### config.mk
export PLATFORM = sky130hd
export DESIGN_NAME = divider_arbiter
export DESIGN_NICKNAME = d
export VERILOG_FILES = /design/src/rtl/divider_arbiter.sv
export SDC_FILE = /design/constraint.sdc
export NUM_CORES = 1
export LEC_CHECK = 0
export CAP_MARGIN = 25
export CORE_MARGIN = 2
export CORE_UTILIZATION = 40
export CTS_CLUSTER_DIAMETER = 150
export DETAILED_ROUTE_END_ITERATION = 10
export PLACE_DENSITY = 0.84
export SYNTH_ARGS = -nofsm -noshare
export SYNTH_HDL_FRONTEND = slang
export SYNTH_SLANG_ARGS = --single-unit
### constraint.sdc
create_clock -name clk -period 3.9 [get_ports clk]
set_clock_uncertainty 0.2 [all_clocks]
set_input_delay 0.39 -clock clk [delete_from_list [all_inputs] [get_ports clk]]
set_output_delay 0.39 -clock clk [all_outputs]
set_load 0.005 [all_outputs]
### src/rtl/divider_arbiter.sv
// Round-robin arbiter sharing one divider among NUM_REQ requesters, one divide in flight.
// Divide-by-zero and divider timeouts are answered locally so the shared divider never stalls.
module divider_arbiter #(
  parameter int unsigned NUM_REQ        = 3,
  parameter int unsigned DATA_W         = 32,
  parameter int unsigned TIMEOUT_CYCLES = 64
) (
  input  logic                      clk,
  input  logic                      rst_n,
  input  logic [NUM_REQ-1:0]        req_valid,
  input  logic [NUM_REQ*DATA_W-1:0] req_dividend,
  input  logic [NUM_REQ*DATA_W-1:0] req_divisor,
  output logic [NUM_REQ-1:0]        req_ready,
  output logic [NUM_REQ-1:0]        rsp_valid,
  output logic [DATA_W-1:0]         rsp_quotient,
  output logic                      rsp_div0,
  output logic                      rsp_timeout,
  output logic                      busy,
  output logic                      div_start,
  output logic [DATA_W-1:0]         div_dividend,
  output logic [DATA_W-1:0]         div_divisor,
  input  logic [DATA_W-1:0]         div_quotient,
  input  logic                      div_ready
);

  localparam int unsigned GW = (NUM_REQ > 1) ? $clog2(NUM_REQ) : 1;
  localparam int unsigned CW = $clog2(TIMEOUT_CYCLES) + 1;

  typedef enum logic [1:0] {StIdle, StIssue, StWait, StResp} state_e;

  state_e              state_q, state_d;
  logic [GW-1:0]       grant_q, grant_d;
  logic [GW-1:0]       last_grant_q, last_grant_d;
  logic [CW-1:0]       cnt_q, cnt_d;
  logic [NUM_REQ-1:0]  req_ready_q, req_ready_d;
  logic [NUM_REQ-1:0]  rsp_valid_q, rsp_valid_d;
  logic [DATA_W-1:0]   rsp_quotient_q, rsp_quotient_d;
  logic                rsp_div0_q, rsp_div0_d;
  logic                rsp_timeout_q, rsp_timeout_d;
  logic                busy_q, busy_d;
  logic                div_start_q, div_start_d;
  logic [DATA_W-1:0]   div_dividend_q, div_dividend_d;
  logic [DATA_W-1:0]   div_divisor_q, div_divisor_d;

  logic                found;
  logic [GW-1:0]       pick;
  logic [DATA_W-1:0]   sel_dividend, sel_divisor;

  // Round-robin: first requesting index strictly after the last served one, wrapping.
  always_comb begin
    int unsigned idx;
    found = 1'b0;
    pick  = '0;
    idx   = 0;
    for (int unsigned i = 1; i <= NUM_REQ; i++) begin
      idx = (32'(last_grant_q) + i) % NUM_REQ;
      if (!found && req_valid[idx]) begin
        found = 1'b1;
        pick  = idx[GW-1:0];
      end
    end
    sel_dividend = req_dividend[32'(pick)*DATA_W +: DATA_W];
    sel_divisor  = req_divisor[32'(pick)*DATA_W +: DATA_W];
  end

  always_comb begin
    state_d        = state_q;
    grant_d        = grant_q;
    last_grant_d   = last_grant_q;
    cnt_d          = cnt_q;
    req_ready_d    = '0;
    rsp_valid_d    = '0;
    rsp_quotient_d = rsp_quotient_q;
    rsp_div0_d     = 1'b0;
    rsp_timeout_d  = 1'b0;
    div_start_d    = 1'b0;
    div_dividend_d = div_dividend_q;
    div_divisor_d  = div_divisor_q;

    unique case (state_q)
      StIdle: begin
        if (found) begin
          grant_d           = pick;
          div_dividend_d    = sel_dividend;
          div_divisor_d     = sel_divisor;
          req_ready_d[pick] = 1'b1;
          div_start_d       = (sel_divisor != '0);
          state_d           = StIssue;
        end
      end
      StIssue: begin
        cnt_d = '0;
        if (div_divisor_q == '0) begin
          rsp_quotient_d       = '1;
          rsp_div0_d           = 1'b1;
          rsp_valid_d[grant_q] = 1'b1;
          state_d              = StResp;
        end else begin
          state_d = StWait;
        end
      end
      StWait: begin
        cnt_d = cnt_q + 1'b1;
        // A result on the final wait cycle still beats the timeout.
        if (div_ready) begin
          rsp_quotient_d       = div_quotient;
          rsp_valid_d[grant_q] = 1'b1;
          state_d              = StResp;
        end else if (cnt_q == CW'(TIMEOUT_CYCLES - 1)) begin
          rsp_quotient_d       = '0;
          rsp_timeout_d        = 1'b1;
          rsp_valid_d[grant_q] = 1'b1;
          state_d              = StResp;
        end
      end
      StResp: begin
        last_grant_d = grant_q;
        state_d      = StIdle;
      end
      default: state_d = StIdle;
    endcase

    busy_d = (state_d != StIdle);
  end

  always_ff @(posedge clk or negedge rst_n) begin
    if (!rst_n) begin
      state_q        <= StIdle;
      grant_q        <= '0;
      last_grant_q   <= GW'(NUM_REQ - 1);
      cnt_q          <= '0;
      req_ready_q    <= '0;
      rsp_valid_q    <= '0;
      rsp_quotient_q <= '0;
      rsp_div0_q     <= 1'b0;
      rsp_timeout_q  <= 1'b0;
      busy_q         <= 1'b0;
      div_start_q    <= 1'b0;
      div_dividend_q <= '0;
      div_divisor_q  <= '0;
    end else begin
      state_q        <= state_d;
      grant_q        <= grant_d;
      last_grant_q   <= last_grant_d;
      cnt_q          <= cnt_d;
      req_ready_q    <= req_ready_d;
      rsp_valid_q    <= rsp_valid_d;
      rsp_quotient_q <= rsp_quotient_d;
      rsp_div0_q     <= rsp_div0_d;
      rsp_timeout_q  <= rsp_timeout_d;
      busy_q         <= busy_d;
      div_start_q    <= div_start_d;
      div_dividend_q <= div_dividend_d;
      div_divisor_q  <= div_divisor_d;
    end
  end

  assign req_ready    = req_ready_q;
  assign rsp_valid    = rsp_valid_q;
  assign rsp_quotient = rsp_quotient_q;
  assign rsp_div0     = rsp_div0_q;
  assign rsp_timeout  = rsp_timeout_q;
  assign busy         = busy_q;
  assign div_start    = div_start_q;
  assign div_dividend = div_dividend_q;
  assign div_divisor  = div_divisor_q;

endmodule
== Yosys cells after proc, flatten, opt, wreduce, memory -nomap -nowiden ==
Cells that the tools add are included.

* Register bits after elaboration: 119
* Output and inout port bits: 106

* Muxes and demuxes: 39
* Shifts and indexed selects: 2
* Reduce and logical (&&, ||, !) cells: 13
* Add/sub/neg operators: 4
* Eq/ne operators: 6
* Divide/modulo/power cells: 3
* Order comparisons: 7

{| class="wikitable"
|+ Operator list
! cell !! count
|-
| $shiftx A96 B8 Y32 || 2
|-
| $lt A32 B3 Y1 const B || 3
|-
| $mod A32 B2 Y32 const B || 3
|-
| $mux W32 || 3
|-
| $pmux W32 S2 || 1
|-
| $logic_not A32 Y1 || 1
|-
| $reduce_bool A32 Y1 || 1
|-
| $mux W1 || 16
|-
| $mux W3 || 5
|-
| $pmux W7 S2 || 1
|-
| $mux W2 || 6
|-
| $pmux W2 S4 || 1
|-
| $add A7 B1 Y7 const B || 1
|-
| $eq A7 B6 Y1 const B || 1
|-
| $add A2 B2 Y3 const B || 2
|-
| $bmux W1 S2 || 3
|-
| $lt A2 B3 Y1 const B || 2
|-
| $pmux W3 S2 || 1
|-
| $demux W1 S2 || 2
|-
| $eq A2 B2 Y1 const B || 2
|-
| $ge A2 B1 Y1 const B || 2
|-
| $logic_and A1 B1 Y1 || 4
|-
| $reduce_bool A2 Y1 || 2
|-
| $add A2 B1 Y3 const B || 1
|-
| other kinds (7) || 8
|}

== Depth between registers and ports, before layout ==
Gate-level depths: netlist (run 1).

* Word-level depth: 17
* Mapped depth: 13
* Mapped depth without buffers: 10

== Least setup slack after synthesis (run 1) ==
No wires, ideal clock.

* Kind: flip-flop to flip-flop
* From: reg last_grant_q[1]
* To: reg div_start_q (netlist: div_start)
* Arrival time: 2.722 ns
* Stages on the path, launching flop included: 14
* Library setup time: 0.136 ns
* Path buffers: 3
* Data required time: 3.564 ns
* Slack: 0.842 ns
* Path through: dfstp_2 inv_1 ha_1 buf_6 mux2i_1 or2_1 buf_6 and4_4 buf_6 o21ai_2 a31oi_1 or4_1 nor4b_2 a31oi_1

* Longest elaborated chain between the ends: 15
* Elaborated cells between the ends (all ways): 26
* Those cells by class: 3 x add/sub; 3 x div; 1 x shift; 14 x mux; 5 x reduce/logical

{| class="wikitable"
|+ RTL lines
! item !! RTL line !! text
|-
| from (decl) || 33 || <nowiki>logic [GW-1:0] last_grant_q, last_grant_d;</nowiki>
|-
| from (signal assigned) || 130 || <nowiki>last_grant_q <= GW'(NUM_REQ - 1);</nowiki>
|-
| from (signal assigned) || 144 || <nowiki>last_grant_q <= last_grant_d;</nowiki>
|-
| $add A2 B1 Y3 || 56 || <nowiki>idx = (32'(last_grant_q) + i) % NUM_REQ;</nowiki>
|-
| $mod A32 B2 Y32 || 56 ||
|-
| $bmux W1 S2 || 57 || <nowiki>if (!found && req_valid[idx]) begin</nowiki>
|-
| $mux W1 (not written as such) || 57 ||
|-
| $mux W1 || 57 ||
|-
| $logic_not A1 Y1 || 57 ||
|-
| $logic_and A1 B1 Y1 || 57 ||
|-
| $mux W1 || 57 ||
|-
| $logic_not A1 Y1 || 57 ||
|-
| $logic_and A1 B1 Y1 || 57 ||
|-
| $mux W2 || 57 ||
|-
| $shiftx A96 B8 Y32 || 63 || <nowiki>sel_divisor = req_divisor[32'(pick)*DATA_W +: DATA_W];</nowiki>
|-
| $reduce_bool A32 Y1 || 87 || <nowiki>div_start_d = (sel_divisor != '0);</nowiki>
|-
| $mux W1 (*) || 82 || <nowiki>if (found) begin</nowiki>
|-
| $mux W1 (*) || 80 || <nowiki>unique case (state_q)</nowiki>
|-
| named net div_start_d || 41 || <nowiki>logic div_start_q, div_start_d;</nowiki>
|-
| to (signal assigned) || 152 || <nowiki>div_start_q <= div_start_d;</nowiki>
|-
| to (decl) || 41 ||
|}

The timed path passes the listed nets; every way through them passes the cells marked *. The select of a mux whose other input is x is not followed.
A chain may end at the register's enable or synchronous reset.

== Worst setup path after layout (run 1) ==
* From: reg last_grant_q[0]
* To: reg div_start_q (netlist: div_start)

The elaborated chain is that of the path after synthesis.

==> flow_summary.toml, run 1 <==
[yosys]
synthMuxAreaShare = 0.119
yosysTopAreaCell = "dfrtp_1"
async_flop_share = 1.00
syn_avg_cell_area_um2 = 9.45
synth.top_cell.area_share = 0.456
synth-warning-count = 0
syn-num-nets = 924
yosysUniqueCellTypes = 49
synth_fa_ha_area_frac = 0.0174
synth_ff_type = "dfrtp_1"
synth_top_family_by_area = "compound AO/OA/AOI/OAI gates"
netlist_area_um2 = 6470
synth-compound-area-share = 0.213
synthTopCellsByArea = "dfrtp_1 46%, mux2i_1 6.2%, mux2_2 5.7%, o21ai_0 4.9%, nor2_1 4.0%"
synthCells = 685
synth_seq_cells = 119
synthXorXnorAreaFrac = 0.00135
yosysMostFrequentCell = "dfrtp_1"
synth_enable_flop_cells = 0
synthSimpleGateAreaFrac = 0.141
yosys-top-cells-count = "118 x dfrtp_1, 69 x nor2_1, 64 x o21ai_0"
ys_seq_area_frac = 0.460

[cells_and_area]
n_fill_cell = 1238
drive_gt1_frac = 0.0936
multi_input_area_um2 = 3200
syn_to_final_growth_pct = 63.5
fin_nets = 1241
antenna_cells = 0
regArea_um2 = 2980

[timing]
hold_viol_final = 0
max_slew_margin = 0.559
rsz0062_at_grt = "no"
period_needed_ps = 3490
fmax_mhz = 287
tightest_slew_ps = 662
slew_violations = 0
finalSetupViolCount = 0
period_share = 0.894
finalSetupTns_ps = 0
layout_setup_ws_ps = 414

[place]
post-place-ws_ps = 347
dp_hpwl_um = 17100
finalWeightedCongestion = 0.875
io_buffers = 335

[min_path]
min_to = "div_dividend[13]$_DFFE_PN0P_"
hold_depth = 1
min-delay-start = "div_dividend[13]$_DFFE_PN0P_"
holdCritPathClass = "reg2reg"

[global_routing]
met2_usage = 0.457
grt_use_total = 0.262
grt-ovfl-total = 0
grt_max_degree = 65
grt.busiest_layer = "met2"
met1_usage = 0.315
antenna_found_initial = 0
first_global_vias = 6610
grt_pass1_wl_um = 35600
met3_usage = 0.0667

[setup_path]
crit_required_ps = 3990
cpMaxStageDelayCell = "or4_1"
path_buf_inv = 1
crit_arrival_ps = 3580
crit_type = "reg2reg"
cpPeakStageDelay_ps = 610
crit_chain = "inv_1, ha_1, nand2_1, o22ai_1, o21a_4, a31oi_1, or4_1, nor4b_2, a31oi_1"
critPathMostFrequentCell = "a31oi_1"
worstPathMaxFanout = 43
reg2regPathDepth = 9
startpoint_type = "flip-flop"
rrSetupSlack_ps = 410
r2r_end = "div_start$_DFF_PN0_"
crit_family = "compound AO/OA/AOI/OAI gates"
cp-end-kind = "flip-flop"
r2r-start = "last_grant_q[0]$_DFFE_PN0N_"

[cts]
cts.sinks = 119
worstSkewPairLatency_ps = 420
cts_hold_buffers = 1
cts_setup_buffers = 0
clockBufferDepth = 2
cts_tree = "built"
cts_resized = 0
clk_pin_slew_ps = 60
numCtsBuffers = 17
cts_root_buf = "clkbuf_16"
htree_levels = 4

[floorplan]
io_pins = 336
die_w_um = 131
core_area_um2 = 15800
die_h_um = 131
rows = 46
fp.dieArea_um2 = 17200
start_util = 0.409

[power_and_ir_drop]
irDropWorstVdd_uv = 448
power.leakage_nw = 4.59
p_per_area_nw_per_um2 = 821

[detailed_routing]
first_iter_violations = 388
routed_wl_um = 22500
first_pass_iters = 5
routedWlPerCell_um = 18.2
ant_nets = 0
vias_per_cell = 5.38
drcViolationCount = 0
vias = 6621

[outcome]
status = "finished clean"

[job]
cap_violations = 0
==> flip-flops by register name (all words and copies together) (netlist names), 2 cells and up <==
signal and cells:
grant_q 2, state_q 2, last_grant_q 2, rsp_quotient 32, cnt_q 7, rsp_valid 3
req_ready 3, div_dividend 32, div_divisor 32
==> layout by cell type, fill, tap and decap left out, types with 3 or more instances in the layout <==
cell / netlist / routed
mux2_2: 33 / 33
ha_1: 9 / 9
a21oi_1: 38 / 38
mux2i_1: 40 / 40
clkdlybuf4s50_1: 0 / 334
buf_4: 3 / 19
o21ai_1: 10 / 9
a21o_1: 34 / 34
nor3_1: 5 / 5
nor3b_1: 3 / 3
nand3_1: 31 / 31
o211ai_1: 5 / 5
a31oi_1: 29 / 29
clkbuf_16: 0 / 17
a211oi_1: 32 / 32
nor2b_1: 7 / 7
nor4_1: 13 / 13
o22ai_1: 3 / 3
nand2_1: 43 / 43
dfrtp_1: 118 / 118
nand4_1: 3 / 3
o21ai_0: 64 / 64
inv_1: 11 / 11
inv_6: 0 / 4
nor2_1: 69 / 69
clkinvlp_4: 0 / 3
==> cells by family after synthesis <==
| kind of cell | Yosys count |
|---|---|
| AO/OA/AOI/OAI | 224 |
| XOR/XNOR | 1 |
| adder cells (fa/ha/maj) | 9 |
| buffers and inverters | 68 |
| flip-flops | 119 |
| multiplexers | 73 |
| AND/OR/NAND/NOR | 191 |
==> layout make-up <==
class / count / area share
clock inverters: 13 / 0.0137
well taps: 216 / 0.0255
multi-input cells: 498 / 0.303
repair buffers: 354 / 0.330
inverters: 12 / 0.00426
clock buffers: 19 / 0.0419
flip-flops and latches: 119 / 0.282
==> how the worst max path moves through the flow <==
| stage | startpoint | end | slack [ps] | cells after the start |
|---|---|---|---|---|
| after global placement | req_valid[1] | div_start$_DFF_PN0_ | 380 | 8 |
| after global routing | last_grant_q[0]$_DFFE_PN0N_ | div_start$_DFF_PN0_ | 110 | 9 |
| after detailed placement | req_valid[1] | div_start$_DFF_PN0_ | 350 | 8 |
| after floorplan | last_grant_q[1]$_DFFE_PN1N_ | div_start$_DFF_PN0_ | 840 | 13 |
| final | last_grant_q[0]$_DFFE_PN0N_ | div_start$_DFF_PN0_ | 410 | 9 |
| after CTS | last_grant_q[0]$_DFFE_PN0N_ | div_start$_DFF_PN0_ | 440 | 10 |
==> report_power, final <==
group          internal (mW)  switching, mW  total (mW)
Sequential              1.86          0.403        2.27
Clock                  0.963          0.585        1.55
Combinational           2.45           2.42        4.87
==> through the flow <==
stage	util	cell area [um^2]	hold WS, ps	power, mW	instances
final	0.669	10600	272	8.69	1231
after global routing	0.669	10600	284	9.28	1231
after CTS	0.669	10600	276	8.73	1231
after detailed placement	0.631	9980	264	7.12	1198
after global placement	0.631	9980	259	7.02	1198
after floorplan	-	6470	-106	5.03	685
==> worst reg2reg max path: stages, from the launching register on <==
cell,delay (ps)
dfrtp_1,380
inv_1,80
ha_1,470
nand2_1,130
o22ai_1,390
o21a_4,470
a31oi_1,210
or4_1,610
nor4b_2,320
a31oi_1,110
==> routing by layer <==
| layer | vias up | routed length, um |
|---|---|---|
| met5 | - | 0 |
| met4 | 0 | 555 |
| met3 | 42 | 1560 |
| met2 | 299 | 11400 |
| met1 | 3148 | 8920 |
| li1 | 3132 | - |
Power figures use the tool's default switching activity.
==> run 2: changes to the inputs <==
--- a/config.mk
+++ b/config.mk
@@ -11,6 +11,7 @@
 export CTS_CLUSTER_DIAMETER = 150
 export DETAILED_ROUTE_END_ITERATION = 10
 export PLACE_DENSITY = 0.84
+export SLEW_MARGIN = 40
 export SYNTH_ARGS = -nofsm -noshare
 export SYNTH_HDL_FRONTEND = slang
 export SYNTH_SLANG_ARGS = --single-unit
==> results of run 2 <==
No change in the layout: final DEF, timing and power equal those of run 1.
